## config.mk

```make
export PLATFORM = sky130hd
export DESIGN_NAME = countdown_sprite_ctrl
export DESIGN_NICKNAME = d
export VERILOG_FILES = /design/src/rtl/countdown_sprite_ctrl.sv
export SDC_FILE = /design/constraint.sdc
export NUM_CORES = 1
export LEC_CHECK = 0
export ABC_AREA = 0
export BUFFER_PORTS_ARGS = -buffer_cell sky130_fd_sc_hd__buf_2
export CAP_MARGIN = 10
export CORE_UTILIZATION = 56
export DETAILED_ROUTE_END_ITERATION = 12
export HOLD_SLACK_MARGIN = 0.03
export PLACE_DENSITY = 0.92
export REMOVE_ABC_BUFFERS = 1
export SYNTH_ARGS = -nofsm -noshare
export SYNTH_HDL_FRONTEND = slang
export SYNTH_SLANG_ARGS = --single-unit
```

## constraint.sdc

```tcl
create_clock -name Clk -period 5.66 [get_ports Clk]
set_input_delay 1.132 -clock Clk [delete_from_list [all_inputs] [get_ports Clk]]
set_output_delay 1.132 -clock Clk [all_outputs]
set_load 0.05 [all_outputs]
```

## src/rtl/countdown_sprite_ctrl.sv

```systemverilog
// -----------------------------------------------------------------------------
// countdown_sprite_ctrl
//
// Sequences the pre-round "3-2-1" countdown overlay. A start pulse walks the
// controller through the three digit sprites (three, two, one), each shown for
// FRAMES_PER_DIGIT frame ticks. In parallel, every clock the current VGA pixel
// coordinate is turned into a read address for the digit ROMs, and the active
// ROM's word is turned into a palette index plus an opaque/in-sprite flag that
// the colour mapper overlays on the playfield.
//
// Ports
//   Clk         in   system clock, all logic on the rising edge
//   Reset       in   synchronous, active-high reset
//   start       in   one-cycle pulse, begins a countdown when idle
//   abort       in   one-cycle pulse, cancels a running countdown
//   frame_tick  in   one-cycle pulse per frame
//   DrawX       in   current pixel column (10 bits)
//   DrawY       in   current pixel row (10 bits)
//   rom_addr    out  read address shared by all three digit ROMs (12 bits)
//   three_data  in   digit-three ROM word, one cycle after rom_addr
//   two_data    in   digit-two ROM word, one cycle after rom_addr
//   one_data    in   digit-one ROM word, one cycle after rom_addr
//   pix_idx     out  palette index of the overlay pixel
//   pix_valid   out  overlay pixel is inside the sprite and opaque
//   busy        out  countdown in progress
//   done        out  one-cycle pulse when a countdown completes normally
//
// Latency: DrawX/DrawY -> rom_addr 1 cycle, -> pix_idx/pix_valid 3 cycles.
// -----------------------------------------------------------------------------
module countdown_sprite_ctrl #(
  parameter int              SPRITE_W         = 60,
  parameter int              SPRITE_H         = 60,
  parameter int              X0               = 290,
  parameter int              Y0               = 210,
  parameter int              FRAMES_PER_DIGIT = 60,
  parameter int              DATA_W           = 5,
  parameter logic [DATA_W-1:0] TRANSPARENT    = '0
) (
  input  logic              Clk,
  input  logic              Reset,
  input  logic              start,
  input  logic              abort,
  input  logic              frame_tick,
  input  logic [9:0]        DrawX,
  input  logic [9:0]        DrawY,
  output logic [11:0]       rom_addr,
  input  logic [DATA_W-1:0] three_data,
  input  logic [DATA_W-1:0] two_data,
  input  logic [DATA_W-1:0] one_data,
  output logic [DATA_W-1:0] pix_idx,
  output logic              pix_valid,
  output logic              busy,
  output logic              done
);

  // State encoding doubles as the ROM select code: 0 none, 1 three, 2 two,
  // 3 one. That lets stage 1 capture sel straight from the state register.
  typedef enum logic [1:0] {
    IDLE  = 2'd0,
    SHOW3 = 2'd1,
    SHOW2 = 2'd2,
    SHOW1 = 2'd3
  } state_t;

  state_t     state, state_n;
  logic [7:0] cnt, cnt_n;
  logic       done_n;
  logic       last_tick;

  // ---------------------------------------------------------------------------
  // Helper functions
  // ---------------------------------------------------------------------------
  function automatic logic in_region(input logic [9:0] x, input logic [9:0] y);
    return (x >= 10'(X0)) && (x < 10'(X0 + SPRITE_W)) &&
           (y >= 10'(Y0)) && (y < 10'(Y0 + SPRITE_H));
  endfunction

  // Only called for in-region pixels, so both offsets are small and the
  // 12-bit result stays within 0..SPRITE_W*SPRITE_H-1.
  function automatic logic [11:0] sprite_addr(input logic [9:0] x,
                                              input logic [9:0] y);
    logic [9:0] dx;
    logic [9:0] dy;
    dx = x - 10'(X0);
    dy = y - 10'(Y0);
    return 12'(dy) * 12'(SPRITE_W) + 12'(dx);
  endfunction

  function automatic logic [DATA_W-1:0] pick(input logic [1:0]        sel,
                                             input logic [DATA_W-1:0] d3,
                                             input logic [DATA_W-1:0] d2,
                                             input logic [DATA_W-1:0] d1);
    logic [DATA_W-1:0] r;
    case (sel)
      2'd1:    r = d3;
      2'd2:    r = d2;
      2'd3:    r = d1;
      default: r = '0;
    endcase
    return r;
  endfunction

  // ---------------------------------------------------------------------------
  // Countdown FSM
  // ---------------------------------------------------------------------------
  always_ff @(posedge Clk) begin
    if (Reset) begin
      state <= IDLE;
      cnt   <= '0;
      done  <= 1'b0;
    end else begin
      state <= state_n;
      cnt   <= cnt_n;
      done  <= done_n;
    end
  end

  // cnt never reaches FRAMES_PER_DIGIT, so cnt+1 cannot wrap in 8 bits.
  assign last_tick = frame_tick && ((cnt + 8'd1) == 8'(FRAMES_PER_DIGIT));

  always_comb begin
    state_n = state;
    cnt_n   = cnt;
    done_n  = 1'b0;
    case (state)
      IDLE: begin
        // A tick arriving with start is not counted: the count starts at 0.
        if (start) begin
          state_n = SHOW3;
          cnt_n   = '0;
        end
      end
      default: begin
        // abort wins over a coinciding final tick, so no done pulse.
        if (abort) begin
          state_n = IDLE;
          cnt_n   = '0;
        end else if (last_tick) begin
          cnt_n = '0;
          case (state)
            SHOW3:   state_n = SHOW2;
            SHOW2:   state_n = SHOW1;
            default: begin
              state_n = IDLE;
              done_n  = 1'b1;
            end
          endcase
        end else if (frame_tick) begin
          cnt_n = cnt + 8'd1;
        end
      end
    endcase
  end

  assign busy = (state != IDLE);

  // ---------------------------------------------------------------------------
  // Pixel pipeline
  // ---------------------------------------------------------------------------
  logic [11:0]       addr_p0;
  logic              vld_p0;
  logic [1:0]        sel_p0;
  logic              vld_p1;
  logic [1:0]        sel_p1;
  logic [DATA_W-1:0] data_p1;
  logic [DATA_W-1:0] idx_p2;
  logic              vld_p2;
  logic              in_now;

  assign in_now  = in_region(DrawX, DrawY);
  assign data_p1 = pick(sel_p1, three_data, two_data, one_data);

  always_ff @(posedge Clk) begin
    if (Reset) begin
      addr_p0 <= '0;
      vld_p0  <= 1'b0;
      sel_p0  <= '0;
      vld_p1  <= 1'b0;
      sel_p1  <= '0;
      idx_p2  <= '0;
      vld_p2  <= 1'b0;
    end else begin
      // stage 1: address, region flag and digit select captured together
      addr_p0 <= in_now ? sprite_addr(DrawX, DrawY) : 12'd0;
      vld_p0  <= in_now;
      sel_p0  <= state;
      // stage 2: ROM read in flight; flag and select ride alongside it
      vld_p1  <= vld_p0;
      sel_p1  <= sel_p0;
      // stage 3: mux the selected ROM word and decide opacity
      idx_p2  <= data_p1;
      vld_p2  <= vld_p1 && (sel_p1 != 2'd0) && (data_p1 != TRANSPARENT);
    end
  end

  assign rom_addr  = addr_p0;
  assign pix_idx   = idx_p2;
  assign pix_valid = vld_p2;

endmodule

```

After elaboration in Yosys (flattened, before gate mapping)
Cells that the tools add are included.
{"block": "word_totals", "reg_bits": 35, "latchBits": 0, "ramBits": 0, "rom_bits": 0, "inputBits": 40, "out_inout_bits": 20, "elab_cells": 57, "n_memories": 0}
{"block": "classes", "addsub": 4, "n_mul": 1, "div_mod_pow": 0, "order_cmp": 4, "eq_ne": 7, "shifts": 0, "n_mux": 12, "bitwise_logic": 2, "n_reduce_logical": 17}
{"op": "8-bit two-way mux", "count": 5}
{"op": "10-bit by 9-bit less-than comparator with 1-bit output (second input constant)", "count": 2}
{"op": "5-bit case mux with 3 select lines", "count": 1}
{"op": "12-bit by 10-bit adder with 12-bit output", "count": 1}
{"op": "10-bit by 8-bit greater-or-equal comparator with 1-bit output (second input constant)", "count": 1}
{"op": "10-bit by 9-bit greater-or-equal comparator with 1-bit output (second input constant)", "count": 1}
{"op": "10-bit by 4-bit multiplier with 10-bit output (second input constant)", "count": 1}
{"op": "10-bit by 8-bit subtractor with 10-bit output (second input constant)", "count": 1}
{"op": "10-bit by 9-bit subtractor with 10-bit output (second input constant)", "count": 1}
{"op": "8-bit by 1-bit adder with 8-bit output (second input constant)", "count": 1}
{"op": "8-bit by 6-bit equality test with 1-bit output (second input constant)", "count": 1}
{"op": "2-bit two-way mux", "count": 4}
{"op": "2-bit equality test (second input constant)", "count": 3}
{"op": "1-bit logical AND", "count": 6}
{"op": "5-bit nonzero test", "count": 1}
{"op": "2-bit by 1-bit equality test with 1-bit output (second input constant)", "count": 2}
{"op": "2-bit case mux with 2 select lines", "count": 1}
{"op": "2-bit AND reduction", "count": 2}
{"op": "2-bit nonzero test", "count": 2}
{"op": "4-bit nonzero test", "count": 1}
{"op": "2-bit OR reduction", "count": 2}
{"op": "4-bit OR reduction", "count": 1}
{"op": "3-bit nonzero test", "count": 1}
{"op": "2-bit zero test", "count": 1}
{"op": "3 further kinds", "count": 4}

Depth between registers and ports, before layout
Gate-level depths: netlist of run 1.
{"block": "depth", "depth_word": 6, "depth_mapped": 21, "depth_no_buf": 20}

Worst setup path after synthesis of run 1
No wires, ideal clock.
{"block": "synth_path", "path_kind": "input to register", "start": "input DrawY[2]", "end": "register addr_p0[11], in the netlist rom_addr[11]", "setup_ns": 0.059, "arrival_ns": 4.874, "required_time_ns": 5.601, "slack_ns": 0.727, "path_stages": 16, "n_path_buf": 1, "path_cell_list": "clkbuf_2 inv_1 ha_1 xnor2_1 inv_1 ha_1 xnor2_1 fa_1 inv_1 ha_1 o21ai_1 a21boi_1 or4b_2 and3_1 or4_1 nand2_1"}
{"block": "synth_via", "elab_chain_len": 5, "word_cells_on_any_way": 9, "classes_between": "2 x add/sub; 1 x mul; 2 x order compare; 1 x bitwise; 3 x reduce/logical"}
{"item": "start, declared", "line": "45", "rtl": "input logic [9:0] DrawY,"}
{"item": "parallel branches: the longest is 5 deep, another holds 12-bit by 10-bit adder with 12-bit output"}
{"item": "end signal, assigned", "line": "184", "rtl": "addr_p0 <= in_now ? sprite_addr(DrawX, DrawY) : 12'd0;"}
{"item": "end, declared", "line": "160", "rtl": "logic [11:0] addr_p0;"}
Parallel ways; which one is timed is not known.
A chain may end at the register's enable or synchronous reset.

Final worst setup path of run 1
{"block": "layout_path", "start": "input DrawY[1]", "end": "register addr_p0[11], in the netlist rom_addr[11]"}
Same word-level chain as after synthesis.

==> results of run 1 <==
[worst max path at each step]
stage	end	start	cells after the start	slack (ns)
after floorplan	rom_addr[11]	DrawY[1]	15	0.93
after global placement	rom_addr[11]	DrawY[1]	16	0.55
after detailed placement	rom_addr[11]	DrawY[1]	17	0.30
after CTS	rom_addr[11]	DrawY[1]	17	0.62
after global routing	rom_addr[11]	DrawY[1]	17	0.32
final	rom_addr[11]	DrawY[1]	17	0.60
[Yosys cell counts (3+ instances only)]
| cell type | count |
|---|---|
| a22oi_1 | 8 |
| xor2_1 | 13 |
| o211ai_1 | 3 |
| o41ai_1 | 3 |
| a21oi_1 | 17 |
| nor3b_1 | 5 |
| o21a_1 | 5 |
| inv_1 | 41 |
| fa_1 | 8 |
| buf_2 | 3 |
| or4_1 | 3 |
| nor2b_1 | 11 |
| mux2_2 | 5 |
| clkbuf_1 | 4 |
| ha_1 | 27 |
| dfxtp_1 | 35 |
| and2_1 | 3 |
| xnor2_1 | 19 |
| nor2_1 | 49 |
| nand3_1 | 4 |
| nor3_1 | 10 |
| o21ai_0 | 13 |
| nand2b_1 | 3 |
| and3_1 | 5 |
| nand2_1 | 17 |
[through the flow]
| stage | util [%] | cells | setup slack [ns] | power [uW] | area (um^2) |
|---|---|---|---|---|---|
| 2_1_floorplan | - | 343 | 0.926 | 771 | 2830 |
| 3_3_place_gp | 66.1 | 469 | 0.555 | 866 | 3210 |
| 3_5_place_dp | 66.1 | 469 | 0.303 | 893 | 3210 |
| 4_1_cts | 68.5 | 477 | 0.616 | 1120 | 3320 |
| 5_1_grt | 68.5 | 477 | 0.317 | 1230 | 3320 |
| 6_report | 68.5 | 477 | 0.604 | 1130 | 3320 |
[metal layers]
| layer | up-vias | global-route usage (%) | routed length (um) |
|---|---|---|---|
| li1 | 1322 | - | - |
| met1 | 1163 | 29.2 | 2700 |
| met2 | 71 | 45.2 | 2910 |
| met3 | 9 | 4.12 | 232 |
| met4 | 0 | 7.48 | 90 |
| met5 | - | 0 | 0 |
[where the power goes]
part / total, uW / leakage [uW] / switching, uW / internal, uW
Clock: 229 / 0.0000587 / 95.5 / 133
Combinational: 646 / 0.00128 / 350 / 296
Sequential: 250 / 0.000283 / 1.38 / 249
Total: 1130 / 0.00162 / 447 / 679
[logic make-up after synthesis]
| kind of cell | count (synthesis) |
|---|---|
| DFF | 35 |
| AOI/OAI and AO/OA | 71 |
| and+or+nand+nor | 122 |
| buffers and inverters | 53 |
| adders and majority gates | 35 |
| muxes | 6 |
| xor gates and xnor gates | 33 |
[final cells by class]
cell class,instances,share of cell area (%)
clock buffers,5,2.07
clock inverters,3,1.43
inverters,41,4.63
multi-input cells,267,59.4
flip-flops and latches,35,21.1
well taps,67,2.52
repair buffers,59,8.89
[sequential cells by signal, indices dropped and copies added (netlist names)]
name,count
state,2
sel_p1,2
pix_idx,5
pix_valid,1
done,1
rom_addr,12
sel_p0,2
cnt,8
vld_p0,1
vld_p1,1
[cell usage in the layout, fill, tap and decap left out, types with 13 or more instances in the layout]
cell,netlist,layout
xnor2_1,19,19
dfxtp_1,35,35
nand2_1,17,17
a21oi_1,17,17
buf_2,3,59
xor2_1,13,13
inv_1,41,41
nor2_1,49,49
ha_1,27,27
o21ai_0,13,13
==> impl_results.md, run 1 <==
* Asr flop ratio synth at 0%
* Synth Cell Area at 2890 um^2
* Complex-gate fraction of the synthesized area at 16.7%
* Detailed Route WL at 5930 um
* RSZ-0062 raised after global routing: false
* Top_reg_cell synth: dfxtp_1
* PostCTS Resize Cnt at 0
* Nets at 484
* # diodes at 0
* Post-Synth XOR/XNOR Area at 10.5%
* Worst r2r src: cnt[0]
* Number of buffers created by CTS at 5
* First-pass GRT wire length at 10,400 um
* Post-route ant nets at 0
* IO Count at 60
* Fill cell total of the finished layout at 374
* Worst-Margin Slew at 0.862 ns
* Pwr dens at 339 nW/um^2
* Status: complete, no violations
* Setup TNS at 0 ns
* Clk_skew at 0.0108 ns
* Synth top area cells: dfxtp_1 24%, ha_1 12%, nor2_1 6.4%, xnor2_1 5.8%, fa_1 5.5%
* CP Capture Type: register
* CP max stage cell: fa_1
* DR vias at 2,565
* Proportion of layout cells with a drive suffix above 1 at 19.3%
* Critical Path Most Common Cell: xnor2_1
* Hold Crit Start: vld_p0
* Fmax at 198 MHz
* Worst skew pair latency at 0.29 ns
* Seq cells post-synth at 35
* Worst Path Max Fanout at 8
* Die H at 73.8 um
* Reg area at 701 um^2
* Antenna violations before repair at 0
* Cells after synthesis at 355
* Clk slew on worst S/H paths at 0.08 ns
* Hold Slack at 0.452 ns
* Buf+Inv Stages, Crit Path at 3
* Post-synth EDFFs at 0
* Sequential area share after synthesis at 24.3%
* Clk buf depth at 2
* R2R Setup Slk at 3.89 ns
* # rows at 25
* Largest net degree at the start of global routing at 24
* H-Tree Depth at 2
* Routability cong. at 0.856
* Avg WL per Cell at 12.4 um
* Finish-stage setup viols at 0
* Die width at 73.8 um
* CP cell instances: buf_2 > inv_1 > ha_1 > nand2b_1 > nand2_1 > xnor2_1 > xnor2_1 > xnor2_1 > fa_1 > inv_1 > ha_1 > o21a_1 > o31a_1 > o41ai_1 > xnor3_1 > or4_1 > nand2_1
* Via density at 5.38
* Cell variety after synth at 57
* 1st-pass router iterations at 4
* Number of DRC markers in iteration 0 at 119
* Critical Path AT at 5.29 ns
* Number of hold buffers added after CTS at 0
* Number of max-cap violations at 0
* Final Cycle Share at 89.3%
* Vias in the first global route at 2,394
* R2R depth at 8
* Postcts setup bufs at 0
* FF-to-FF End: cnt[5]
* Clock root buffer master: clkbuf_8
* Area growth, synth to finish at 15.1%
* Pins Over Slew Limit at 0
* Sink Count at 35
* Crit Path Category: in2reg
* Die area at 5450 um^2
* CORE AREA at 4850 um^2
* Hold depth at 1
* Port Buffers at 59
* Total congestion overflow at 0
* Relative slew margins at 42.6%
* Leakage power at 0.00162 uW
* CTS tree: done
* Total number of yosys warnings at 0
* Tot GR Track Use at 24.7%
* Dominant delay contributor by cell family on the critical path: XOR/XNOR gates
* Residual DRC at 0
* Worst min-delay path class: reg2reg
* Post-detail-place hpwl at 4770 um
* Peak supply drop at 0.199 mV
* Cell accounting for the most synthesized area: dfxtp_1
* Startpoint Class: input port
* Synthesized-area fraction occupied by adder cells at 17.3%
* Final Hold Fails at 0
* Syn avg cell area at 8.13 um^2
* Starting density of the core at 59.5%
* Yosys top cell area share at 24.3%
* Area of the multi-input gates at 1970 um^2
* Synth Area in Simple Gates at 21.6%
* Hold Path End: vld_p1
* Mux contribution to synthesized area at 2.30%
* Min Tclk post-route at 5.06 ns
* Critical path's largest stage delay at 0.55 ns
* Crit path required time at 5.90 ns
* Combinational family with the most area after synthesis: simple AND/OR/NAND/NOR gates
No activity file was read; power rests on OpenSTA's default activity.
==> run 2: changes to the inputs <==
--- a/config.mk
+++ b/config.mk
@@ -8,10 +8,11 @@
 export ABC_AREA = 0
 export BUFFER_PORTS_ARGS = -buffer_cell sky130_fd_sc_hd__buf_2
 export CAP_MARGIN = 10
-export CORE_UTILIZATION = 56
+export CORE_ASPECT_RATIO = 0.8
+export CORE_UTILIZATION = 50
 export DETAILED_ROUTE_END_ITERATION = 12
 export HOLD_SLACK_MARGIN = 0.03
-export PLACE_DENSITY = 0.92
+export PLACE_DENSITY = 0.85
 export REMOVE_ABC_BUFFERS = 1
 export SYNTH_ARGS = -nofsm -noshare
 export SYNTH_HDL_FRONTEND = slang
==> impl_results.md, run 2 (synthesis gave the netlist of run 1 again) <==
* 1st-pass router iterations at 4
* Metal-1 WL at 2630 um
* Post-detail-place hpwl at 4890 um
* Worst skew pair latency at 0.28 ns
* Via density at 5.32
* RSZ-0062 raised after global routing: false
* Clock root buffer master: clkbuf_8
* Number of max-cap violations at 0
* Post-route ant nets at 0
* Nets at 484
* IO Count at 60
* Crit path required time at 5.89 ns
* R2R Setup Slk at 3.85 ns
* Area of the multi-input gates at 1970 um^2
* Die area at 6080 um^2
* Relative slew margins at 34.7%
* Leading cell type in the layout, fill and taps excluded: buf_2
* Sink Count at 35
* Max reg flops at 12
* Area growth, synth to finish at 15.5%
* Finish-stage setup viols at 0
* Tot GR Track Use at 21.7%
* Worst-Margin Slew at 0.980 ns
* Leakage power at 0.00162 uW
* Residual DRC at 0
* Clk slew on worst S/H paths at 0.07 ns
* Postcts setup bufs at 0
* WL met3 at 417 um
* Die width at 87.0 um
* Final WS setup at 0.596 ns
* Avg WL per Cell at 12.4 um
* Status: complete, no violations
* # diodes at 0
* Post-place instance area at 3220 um^2
* Port Buffers at 59
* PostCTS Resize Cnt at 0
* Proportion of layout cells with a drive suffix above 1 at 19.3%
* Final Hold Fails at 0
* CORE AREA at 5500 um^2
* Critical Path AT at 5.29 ns
* Number of hold buffers added after CTS at 0
* H-Tree Depth at 2
* Die H at 70.0 um
* Fmax at 197 MHz
* DR vias at 2,598
* Clk buf depth at 2
* Pins Over Slew Limit at 0
* CP Capture Type: register
* Pwr dens at 336 nW/um^2
* Top sig layer: met4
* Crit Path Category: in2reg
* Peak supply drop at 0.152 mV
* Reg area at 701 um^2
* Routed wl met2 at 2890 um
* Fill cell total of the finished layout at 488
* Number of buffers created by CTS at 5
* Clk_skew at 0.00544 ns
* Number of DRC markers in iteration 0 at 197
* Post-route cell area at 3330 um^2
* # rows at 24
* CTS tree: done
* Total congestion overflow at 0
* Final Cycle Share at 89.5%
* Worst min-delay path class: reg2reg
* Most frequent cells in the layout: 59 x buf_2, 49 x nor2_1, 41 x inv_1, 35 x dfxtp_1, 27 x ha_1
* Vias in the first global route at 2,583
* Starting density of the core at 52.5%
* Largest net degree at the start of global routing at 24
* Routability cong. at 0.840
* Worst Path Max Fanout at 8
* Setup TNS at 0 ns
* Antenna violations before repair at 0
* Min Tclk post-route at 5.06 ns
* Pre-CTS setup slack at 0.295 ns
* Detailed Route WL at 6060 um
* First-pass GRT wire length at 10,600 um
* Startpoint Class: input port
run 2: cell types whose count changed in the layout (fill, tap and decap cells not counted), sizes merged:
| cell | change |
|---|---|
| clkinv | +1 |
| inv | -1 |
run 2: through the flow:
stage	hold slack (ns)	std cells	util [%]	total power, uW
CTS	0.448	488	60.7	1120
detailed placement	0.431	480	58.6	895
global placement	0.418	480	58.6	868
finish	0.443	488	60.7	1120
floorplan	0.414	343	-	771
global route	0.456	488	60.7	1230
run 2: critical path, cell delays in order:
cell     delay [ns]
buf_2          0.16
inv_1          0.10
ha_1           0.25
xnor2_1        0.34
inv_1          0.18
ha_1           0.37
xnor2_1        0.17
fa_1           0.52
inv_1          0.04
ha_1           0.32
o21a_1         0.18
o31a_1         0.11
o41ai_1        0.33
xnor3_1        0.49
or4_1          0.51
nand2_1        0.07
run 2: cell type report:
type	count	area share, %
clock buffer	5	2.06
timing repair buffer	59	8.86
tap	78	2.93
sequential	35	21.0
multi-input combinational	267	59.2
clock inverter	3	1.31
inverter	41	4.62
run 2: power breakdown:
group | switching, uW | internal [uW]
clock network | 91.1 | 131
registers | 1.37 | 249
logic | 352 | 296
run 2: path summary, 6_finish.rpt:
path / to / startpoint / cells past startpoint
worst min-delay path: sel_p1[1] / sel_p0[1] / 1
worst max register to register: cnt[1] / cnt[0] / 8
worst max-delay path: rom_addr[11] / DrawY[1] / 16
worst min register to register: sel_p1[1] / sel_p0[1] / 1
run 2: routing by layer:
metal	vias up	global-route usage, %
li1	1314	-
met4	0	9.07
met5	-	0
met1	1196	25.3
met2	78	39.1
met3	10	3.43
